**src/rtl/box_pkg.sv**
```systemverilog
// Shared definitions for the box plotter: FSM states, default geometry and
// the fill/outline mode encoding.
package box_pkg;

  typedef enum logic [1:0] {
    IDLE  = 2'd0,
    SETUP = 2'd1,
    SCAN  = 2'd2,
    DONE  = 2'd3
  } state_e;

  localparam int DEF_XW   = 8;
  localparam int DEF_YW   = 7;
  localparam int DEF_COLW = 3;
  localparam int DEF_XMAX = 159;
  localparam int DEF_YMAX = 119;

  localparam logic MODE_FILL    = 1'b1;
  localparam logic MODE_OUTLINE = 1'b0;

endpackage

```
**src/rtl/box_coord_sort.sv**
```systemverilog
// Orders the two corners of a box (unsigned) and clamps the result to the
// visible screen so the scan counters can never step past the last column/row.
module box_coord_sort #(
  parameter int XW   = 8,
  parameter int YW   = 7,
  parameter int XMAX = 159,
  parameter int YMAX = 119
) (
  input  logic [XW-1:0] x0_i,
  input  logic [XW-1:0] x1_i,
  input  logic [YW-1:0] y0_i,
  input  logic [YW-1:0] y1_i,
  output logic [XW-1:0] xl_o,
  output logic [XW-1:0] xr_o,
  output logic [YW-1:0] yt_o,
  output logic [YW-1:0] yb_o
);

  localparam logic [XW-1:0] XLIM = XW'(XMAX);
  localparam logic [YW-1:0] YLIM = YW'(YMAX);

  logic [XW-1:0] x_lo, x_hi;
  logic [YW-1:0] y_lo, y_hi;

  always_comb begin
    x_lo = (x0_i < x1_i) ? x0_i : x1_i;
    x_hi = (x0_i < x1_i) ? x1_i : x0_i;
    y_lo = (y0_i < y1_i) ? y0_i : y1_i;
    y_hi = (y0_i < y1_i) ? y1_i : y0_i;
    xl_o = (x_lo > XLIM) ? XLIM : x_lo;
    xr_o = (x_hi > XLIM) ? XLIM : x_hi;
    yt_o = (y_lo > YLIM) ? YLIM : y_lo;
    yb_o = (y_hi > YLIM) ? YLIM : y_hi;
  end

endmodule

```
**src/rtl/box_plotter.sv**
```systemverilog
// Rasterises a filled or outlined box into one pixel write per cycle for a
// vga_adapter-style frame buffer interface.
module box_plotter
  import box_pkg::*;
#(
  parameter int XW   = DEF_XW,
  parameter int YW   = DEF_YW,
  parameter int COLW = DEF_COLW,
  parameter int XMAX = DEF_XMAX,
  parameter int YMAX = DEF_YMAX
) (
  input  logic            clk,
  input  logic            resetn,
  input  logic            req_valid,
  output logic            req_ready,
  input  logic [XW-1:0]   req_x0,
  input  logic [XW-1:0]   req_x1,
  input  logic [YW-1:0]   req_y0,
  input  logic [YW-1:0]   req_y1,
  input  logic [COLW-1:0] req_col,
  input  logic            req_fill,
  input  logic            abort,
  output logic [XW-1:0]   x_out,
  output logic [YW-1:0]   y_out,
  output logic [COLW-1:0] col_out,
  output logic            plot,
  output logic            busy,
  output logic            done
);

  state_e state_q, state_d;
  logic [XW-1:0]   x0_q, x0_d, x1_q, x1_d;
  logic [YW-1:0]   y0_q, y0_d, y1_q, y1_d;
  logic [COLW-1:0] col_q, col_d, colo_q, colo_d;
  logic            fill_q, fill_d;
  logic [XW-1:0]   xl_q, xl_d, xr_q, xr_d, x_q, x_d;
  logic [YW-1:0]   yt_q, yt_d, yb_q, yb_d, y_q, y_d;
  logic [XW-1:0]   xl_s, xr_s;
  logic [YW-1:0]   yt_s, yb_s;
  logic            full_row;

  box_coord_sort #(
    .XW(XW), .YW(YW), .XMAX(XMAX), .YMAX(YMAX)
  ) u_sort (
    .x0_i(x0_q), .x1_i(x1_q), .y0_i(y0_q), .y1_i(y1_q),
    .xl_o(xl_s), .xr_o(xr_s), .yt_o(yt_s), .yb_o(yb_s)
  );

  // Interior outline rows jump straight from xl to xr.
  assign full_row = (fill_q == MODE_FILL) || (y_q == yt_q) || (y_q == yb_q);

  always_comb begin
    state_d = state_q;
    x0_d = x0_q;  x1_d = x1_q;  y0_d = y0_q;  y1_d = y1_q;
    col_d = col_q;  fill_d = fill_q;  colo_d = colo_q;
    xl_d = xl_q;  xr_d = xr_q;  yt_d = yt_q;  yb_d = yb_q;
    x_d = x_q;  y_d = y_q;
    if (abort && state_q != IDLE) begin
      state_d = IDLE;
    end else begin
      case (state_q)
        IDLE: if (req_valid) begin
          x0_d = req_x0;  x1_d = req_x1;  y0_d = req_y0;  y1_d = req_y1;
          col_d = req_col;  fill_d = req_fill;
          state_d = SETUP;
        end
        SETUP: begin
          xl_d = xl_s;  xr_d = xr_s;  yt_d = yt_s;  yb_d = yb_s;
          x_d = xl_s;  y_d = yt_s;  colo_d = col_q;
          state_d = SCAN;
        end
        SCAN: begin
          if (x_q != xr_q) begin
            x_d = full_row ? x_q + 1'b1 : xr_q;
          end else if (y_q == yb_q) begin
            state_d = DONE;
          end else begin
            x_d = xl_q;
            y_d = y_q + 1'b1;
          end
        end
        DONE: state_d = IDLE;
        default: state_d = IDLE;
      endcase
    end
  end

  always_ff @(posedge clk or negedge resetn) begin
    if (!resetn) begin
      state_q <= IDLE;
      x0_q <= '0;  x1_q <= '0;  y0_q <= '0;  y1_q <= '0;
      col_q <= '0;  fill_q <= 1'b0;  colo_q <= '0;
      xl_q <= '0;  xr_q <= '0;  yt_q <= '0;  yb_q <= '0;
      x_q <= '0;  y_q <= '0;
    end else begin
      state_q <= state_d;
      x0_q <= x0_d;  x1_q <= x1_d;  y0_q <= y0_d;  y1_q <= y1_d;
      col_q <= col_d;  fill_q <= fill_d;  colo_q <= colo_d;
      xl_q <= xl_d;  xr_q <= xr_d;  yt_q <= yt_d;  yb_q <= yb_d;
      x_q <= x_d;  y_q <= y_d;
    end
  end

  assign req_ready = (state_q == IDLE);
  assign busy      = (state_q != IDLE);
  assign plot      = (state_q == SCAN) && !abort;
  assign done      = (state_q == DONE) && !abort;
  assign x_out     = x_q;
  assign y_out     = y_q;
  assign col_out   = colo_q;

endmodule

```
**config.mk**
```make
export PLATFORM = sky130hd
export DESIGN_NAME = box_plotter
export DESIGN_NICKNAME = d
export VERILOG_FILES = /design/src/rtl/box_pkg.sv /design/src/rtl/box_coord_sort.sv /design/src/rtl/box_plotter.sv
export SDC_FILE = /design/constraint.sdc
export NUM_CORES = 1
export LEC_CHECK = 0
export ABC_AREA = 1
export BUFFER_PORTS_ARGS = -buffer_cell sky130_fd_sc_hd__buf_2
export CAP_MARGIN = 20
export CORE_MARGIN = 2
export CORE_UTILIZATION = 50
export DETAILED_ROUTE_END_ITERATION = 7
export GPL_ROUTABILITY_DRIVEN = 0
export GPL_TIMING_DRIVEN = 0
export PLACE_DENSITY_LB_ADDON = 0.2
export SKIP_LAST_GASP = 1
export SLEW_MARGIN = 40
export SYNTH_ARGS = -nofsm -noshare
export SYNTH_HDL_FRONTEND = slang
export SYNTH_HIERARCHICAL = 1
export SYNTH_SLANG_ARGS = --single-unit
export TNS_END_PERCENT = 5
```
**constraint.sdc**
```tcl
create_clock -name clk -period 3.6 [get_ports clk]
set_input_delay 0.18 -clock clk [delete_from_list [all_inputs] [get_ports clk]]
set_output_delay 0.18 -clock clk [all_outputs]
set_load 0.005 [all_outputs]
```
; ---- Word level (Yosys, flattened, before mapping)
; Index checks and enable logic that the tools add are counted.
[word_totals]
reg_bits = 84
input_bits = 38
out_inout_bits = 22
word_cells = 69
[classes]
n_addsub = 2
order_cmp = 6
n_eq_ne = 12
mux = 20
bitwise_logic = 1
reduce_logical = 14
[ops]
columns = op, count
row1 = 8-bit 2-to-1 mux, 7
row2 = 7-bit 2-to-1 mux, 6
row3 = "8-bit > comparator, second input constant", 2
row4 = 8-bit one-hot mux with 2 select lines, 1
row5 = 7-bit == test, 2
row6 = "7-bit > comparator, second input constant", 2
row7 = 7-bit one-hot mux with 2 select lines, 1
row8 = "3-bit != test, second input constant", 3
row9 = 3-bit AND reduction, 3
row10 = "8-bit by 1-bit adder with 8-bit output, second input constant", 1
row11 = 8-bit < comparator, 1
row12 = 2-bit 2-to-1 mux, 4
row13 = 8-bit != test, 1
row14 = 2-bit one-hot mux with 4 select lines, 1
row15 = "7-bit by 1-bit adder with 7-bit output, second input constant", 1
row16 = 7-bit < comparator, 1
row17 = "2-bit == test, second input constant", 2
row18 = "2-bit != test, second input constant", 2
row19 = 4-bit AND reduction, 1
row20 = 2-bit nonzero test, 2
row21 = 1-bit logical AND, 3
row22 = "3-bit by 2-bit != test with 1-bit output, second input constant", 1
row23 = "2-bit by 1-bit == test with 1-bit output, second input constant", 1
row24 = 2-bit zero test, 1
row25 = 4 further kinds, 5

; ---- Logic depth before layout (Yosys ltp)
[depth]
word_depth = 6
depth_mapped = 17
ltp_nobuf = 17

; ---- Modules after synthesis
; The synthesis kept the hierarchy.
[by_module_without_submodules]
columns = module, n_inst, cells_each, area_each_um2, seq_area_each_um2
row1 = box_plotter, 1, 472, 4204.0, 2102.0
row2 = box_coord_sort, 1, 171, 905.9, 0.0

; ---- Least setup slack after synthesis
; Ideal clock, no wire load.
[synth_path]
path_type = reg-to-reg
start = reg y0_q[6]
end = reg y_q[1], in the netlist y_out[1]
setup_time_ns = 0.074
arrival_ns = 1.875
required_ns = 3.526
setup_slack_ns = 1.651
stages_incl_launch_ff = 13
path_buffers = 1
synth_period_minus_slack_ns = 1.949
cell_sequence = dfrtp_1 ha_1 a21o_1 nor2_4 nand2_4 buf_6 o21ai_2 nand3_2 nand2_1 inv_1 o21ai_0 nand2_2 o21ai_2
[synth_between]
elab_chain_len = 5
[synth_rtl]
columns = item, line_no
row1 = start: declaration, box_plotter.sv:33  ; logic [YW-1:0] y0_q, y0_d, y1_q, y1_d;
row2 = start signal: assignment, box_plotter.sv:91  ; x0_q <= '0; x1_q <= '0; y0_q <= '0; y1_q <= '0;
row3 = start signal: assignment, box_plotter.sv:97  ; x0_q <= x0_d; x1_q <= x1_d; y0_q <= y0_d; y1_q <= y1_d;
row4 = 7-bit < comparator, box_coord_sort.sv:28  ; y_lo = (y0_i < y1_i) ? y0_i : y1_i;
row5 = 7-bit 2-to-1 mux *, box_coord_sort.sv:28
row6 = 7-bit > comparator, box_coord_sort.sv:32  ; yt_o = (y_lo > YLIM) ? YLIM : y_lo;
row7 = 7-bit 2-to-1 mux *, box_coord_sort.sv:32
row8 = named net yt_s[1], box_plotter.sv:39  ; logic [YW-1:0] yt_s, yb_s;
row9 = 7-bit one-hot mux with 2 select lines *, box_plotter.sv:61  ; case (state_q)
row10 = end signal: assignment, box_plotter.sv:94  ; x_q <= '0; y_q <= '0;
row11 = end signal: assignment, box_plotter.sv:100  ; x_q <= x_d; y_q <= y_d;
row12 = end: declaration, box_plotter.sv:37  ; logic [YW-1:0] yt_q, yt_d, yb_q, yb_d, y_q, y_d;
; Mark *: on every way through the listed nets, which the timed path passes. The rest lies on a longest branch.
; A chain may end at the register's enable or synchronous reset.

; ---- Worst setup path in the final report
[layout_path]
start = reg y1_q[4]
end = reg y_q[1], in the netlist y_out[1]
[layout_between]
elab_chain_len = 5
[layout_rtl]
columns = item, line_no
row1 = start: declaration, box_plotter.sv:33
row2 = start signal: assignment, box_plotter.sv:91
row3 = start signal: assignment, box_plotter.sv:97
row4 = 7-bit < comparator, box_coord_sort.sv:28
row5 = 7-bit 2-to-1 mux *, box_coord_sort.sv:28
row6 = 7-bit > comparator, box_coord_sort.sv:32
row7 = 7-bit 2-to-1 mux *, box_coord_sort.sv:32
row8 = named net yt_s[1], box_plotter.sv:39
row9 = 7-bit one-hot mux with 2 select lines *, box_plotter.sv:61
; Marked as above.

==> impl_metrics.yaml <==
cts:
  clockBufferDepth: 2
  htreeDepth: 3
  cts_root_buf: "clkbuf_8"
  worstSkewPairLatency_ns: 0.36
  cts_tree: "yes"
  cts_repair_resize_count: 0
  cts_sinks: 84
  cts_setup_buffers: 0
  clk_pin_slew_ns: 0.09
  cts_buffers: 9
drt:
  drt_iter0_drc: 153
  postRouteWirelength_mm: 11.0
  wl_per_cell_microns: 12.9
  drc: 0
  num_vias: 4223
  drtPass1Iterations: 4
  viasPerCell: 4.95
  final_antenna_net_count: 0
critical_path:
  reg2reg_from: "y1_q[4]"
  cp_max_fo: 10
  path_delay_family: "simple AND/OR/NAND/NOR gates"
  slowest_stage: "dfrtp_1"
  crit_buf_inv: 3
  cp.depth: 15
  required_ns: 3.89
  crit_chain: "inv_1, ha_1, nand2_1, a21oi_2, nor2_4, nand2_4, buf_6, nand2_1, o21ai_2, nand3_2, nand2_1, inv_1, o21ai_0, nand2_2, o21ai_2"
  worstSetupPathType: "flip-flop to flip-flop"
  endpoint: "y_out[1]"
  crit_path_start: "y1_q[4]"
  reg2reg_to: "y_out[1]"
  r2r_slack_ns: 1.37
  worst_setup_path_start_kind: "flip-flop"
  worst_setup_path_end_kind: "flip-flop"
  crit_path_frequent_cell: "nand2_1"
  r2r_cells: 15
  critical-path-max-stage-delay_ns: 0.42
  worstPathArrival_ns: 2.52
synth:
  yosys_register_bits: 84
  avgSynthCellArea_sq_um: 7.95
  synth_enable_flop_cells: 0
  synthArstFlopShare_pct: 100
  yosysTopAreaCell: "dfrtp_1"
  netlist_instances: 643
  yosys_warnings: 6
  synthFlopType: "dfrtp_1"
  synth_area_leaders: "dfrtp_1 41%, nand2_1 14%, mux2_2 6.6%"
  seq_area_frac_synth_pct: 41.1
  syn-cell-area_sq_mm: 0.00511
  synth.distinct_cells: 33
  synthesis.nets: 700
  synth_top_area_share_pct: 41.1
floorplanning:
  die_x_microns: 105
  core_sq_mm: 0.00986
  io_pins: 60
  row_count: 36
  initial_core_util_pct: 51.8
  die-area_sq_mm: 0.0110
  die_y_microns: 105
timing:
  fin_tns_setup_ns: 0
  finalHoldViolCount: 0
  max_slew.worst_pin.slew_ns: 0.589
  fin_crit_sh_pct: 62.0
  drv_slew: 0
  max_freq_mhz: 448
  slew_headroom_pct: 60.7
  fin_crit_ns: 2.23
  holdWs_ns: 0.0420
  rsz0062_at_grt: "false"
  skew_ns: 0.0119
  setup_violations: 0
pwr:
  p_sw_share_pct: 47.6
  pwr-share-clk_pct: 12.3
  p_comb_share_pct: 60.1
  leakage_nw: 3.08
  ir_drop_uv: 556
  cellPowerDensity_mw_per_mm2: 1140
  switchingPower_mw: 3.18
  seqPwrFrac_pct: 27.7
  power_mw: 6.68
  internal-power_mw: 3.50
cells_and_area:
  fin_area_sq_mm: 0.00585
  fillers: 890
  post-route-util_pct: 59.3
  seq_area_sq_mm: 0.00210
  nets: 772
  multi_input_area_sq_mm: 0.00261
  antenna_cells: 0
  areaGrowthSynthToFinish_pct: 14.6
  drive_above_1_share_pct: 21.7
outcome:
  outcome: "complete, no violations"
run:
  drv_cap: 0
global_route:
  antenna_found_initial: 0
  grt_first_pass_wirelength_mm: 19.1
  grt_max_degree: 52
  groute.usage.overall_pct: 21.3
  overflow: 0
  grt_pass1_vias: 4153
min_path:
  hold_class: "input pin to flip-flop"
placement:
  port_buffers: 59
  dpl_cell_area_sq_mm: 0.00561
  dp_hpwl_mm: 8.43
[stage by stage]
stage / std cells / worst slack, ns
after floorplan: 643 / 1.65
after global placement: 835 / 1.45
after detailed placement: 836 / 1.41
after CTS: 853 / 1.37
after global routing: 853 / 1.15
final: 853 / 1.37
[layer usage]
| metal | wire (microns) | GRT usage (%) | up-vias |
|---|---|---|---|
| met3 | 477 | 3.68 | 12 |
| met2 | 5040 | 34.1 | 108 |
| met5 | 0 | 0 | - |
| met4 | 156 | 7.14 | 0 |
| met1 | 5310 | 29.2 | 1916 |
| li1 | - | - | 2187 |
[layout make-up]
cell class / instances / area share [%]
plain buffers: 21 / 2.14
repair buffers: 61 / 5.79
flip-flops and latches: 84 / 35.9
well taps: 133 / 2.84
clock buffers: 10 / 2.18
inverters: 72 / 4.62
clock inverters: 6 / 1.90
multi-input cells: 466 / 44.6
[cells by family after synthesis]
logic type               synth area share, %
adder cells (fa/ha/maj)                 4.65
AO/OA/AOI/OAI                           10.2
multiplexers                            7.20
flip-flops                              41.1
AND/OR/NAND/NOR                         24.8
XOR/XNOR                                4.29
buffers and inverters                   7.74
[sequential cells by signal, summed over array words and instances (netlist names)]
signal / flops
y0_q: 7
y_out: 7
y1_q: 7
yt_q: 7
state_q: 2
yb_q: 7
col_q: 3
fill_q: 1
xl_q: 8
x0_q: 8
x1_q: 8
x_out: 8
col_out: 3
xr_q: 8
[repair_timing]
item / 4_1_cts / 5_1_grt
hold buffers: 1 / 0
setup endpoints to repair: 0 / 0
endpoints found under the hold margin: 33 / 0
[layout by cell type, fill, tap and decap left out, types with 2 or more instances in the layout]
cell type,count
o21ai_1,4
ha_1,19
nor2_1,50
inv_1,65
xor2_1,15
nand2_4,5
o21ai_2,12
nor2_2,3
nand3_1,21
nand4_1,8
clkbuf_8,9
clkbuf_1,9
o21ai_0,39
nand2_1,197
dfrtp_1,84
o31ai_1,2
inv_2,6
mux2_2,30
bufinv_16,3
buf_4,3
a21oi_1,31
buf_2,62
buf_1,2
mux2i_1,3
nand2_2,9
buf_6,5
xnor2_1,10
nand3_2,2
[power groups by stage]
| stage | combinational, mW | sequential, mW | clock (mW) |
|---|---|---|---|
| finish | 4.01 | 1.85 | 0.819 |
| global route | 4.63 | 1.92 | 0.877 |
| CTS | 4.02 | 1.85 | 0.836 |
| detailed placement | 4.00 | 1.86 | 0 |
| global placement | 3.87 | 1.84 | 0 |
| floorplan | 3.16 | 1.76 | 0 |
[how the worst min path moves through the flow]
stage | from | end | slack [ns] | cells past startpoint
5_1_grt | req_y1[1] | y1_q[1] | 0.02 | 2
2_1_floorplan | resetn | col_out[0] | -0.12 | 0
3_5_place_dp | resetn | state_q[1] | 0.10 | 1
3_3_place_gp | req_y1[0] | y1_q[0] | 0.41 | 2
6_report | req_x0[5] | x0_q[5] | 0.04 | 2
4_1_cts | req_y1[1] | y1_q[1] | 0.03 | 2
[synth_stat cells (5+ instances only)]
library cell / instances
a21oi_1: 31
inv_2: 6
nand3_1: 21
dfrtp_1: 84
mux2_2: 30
o21ai_0: 39
clkbuf_1: 8
nand2_2: 9
nor2_1: 50
xnor2_1: 10
inv_1: 65
o21ai_2: 12
nand2_1: 197
ha_1: 19
nand4_1: 8
xor2_1: 15
nand2_4: 5
Power figures use the tool's default switching activity.
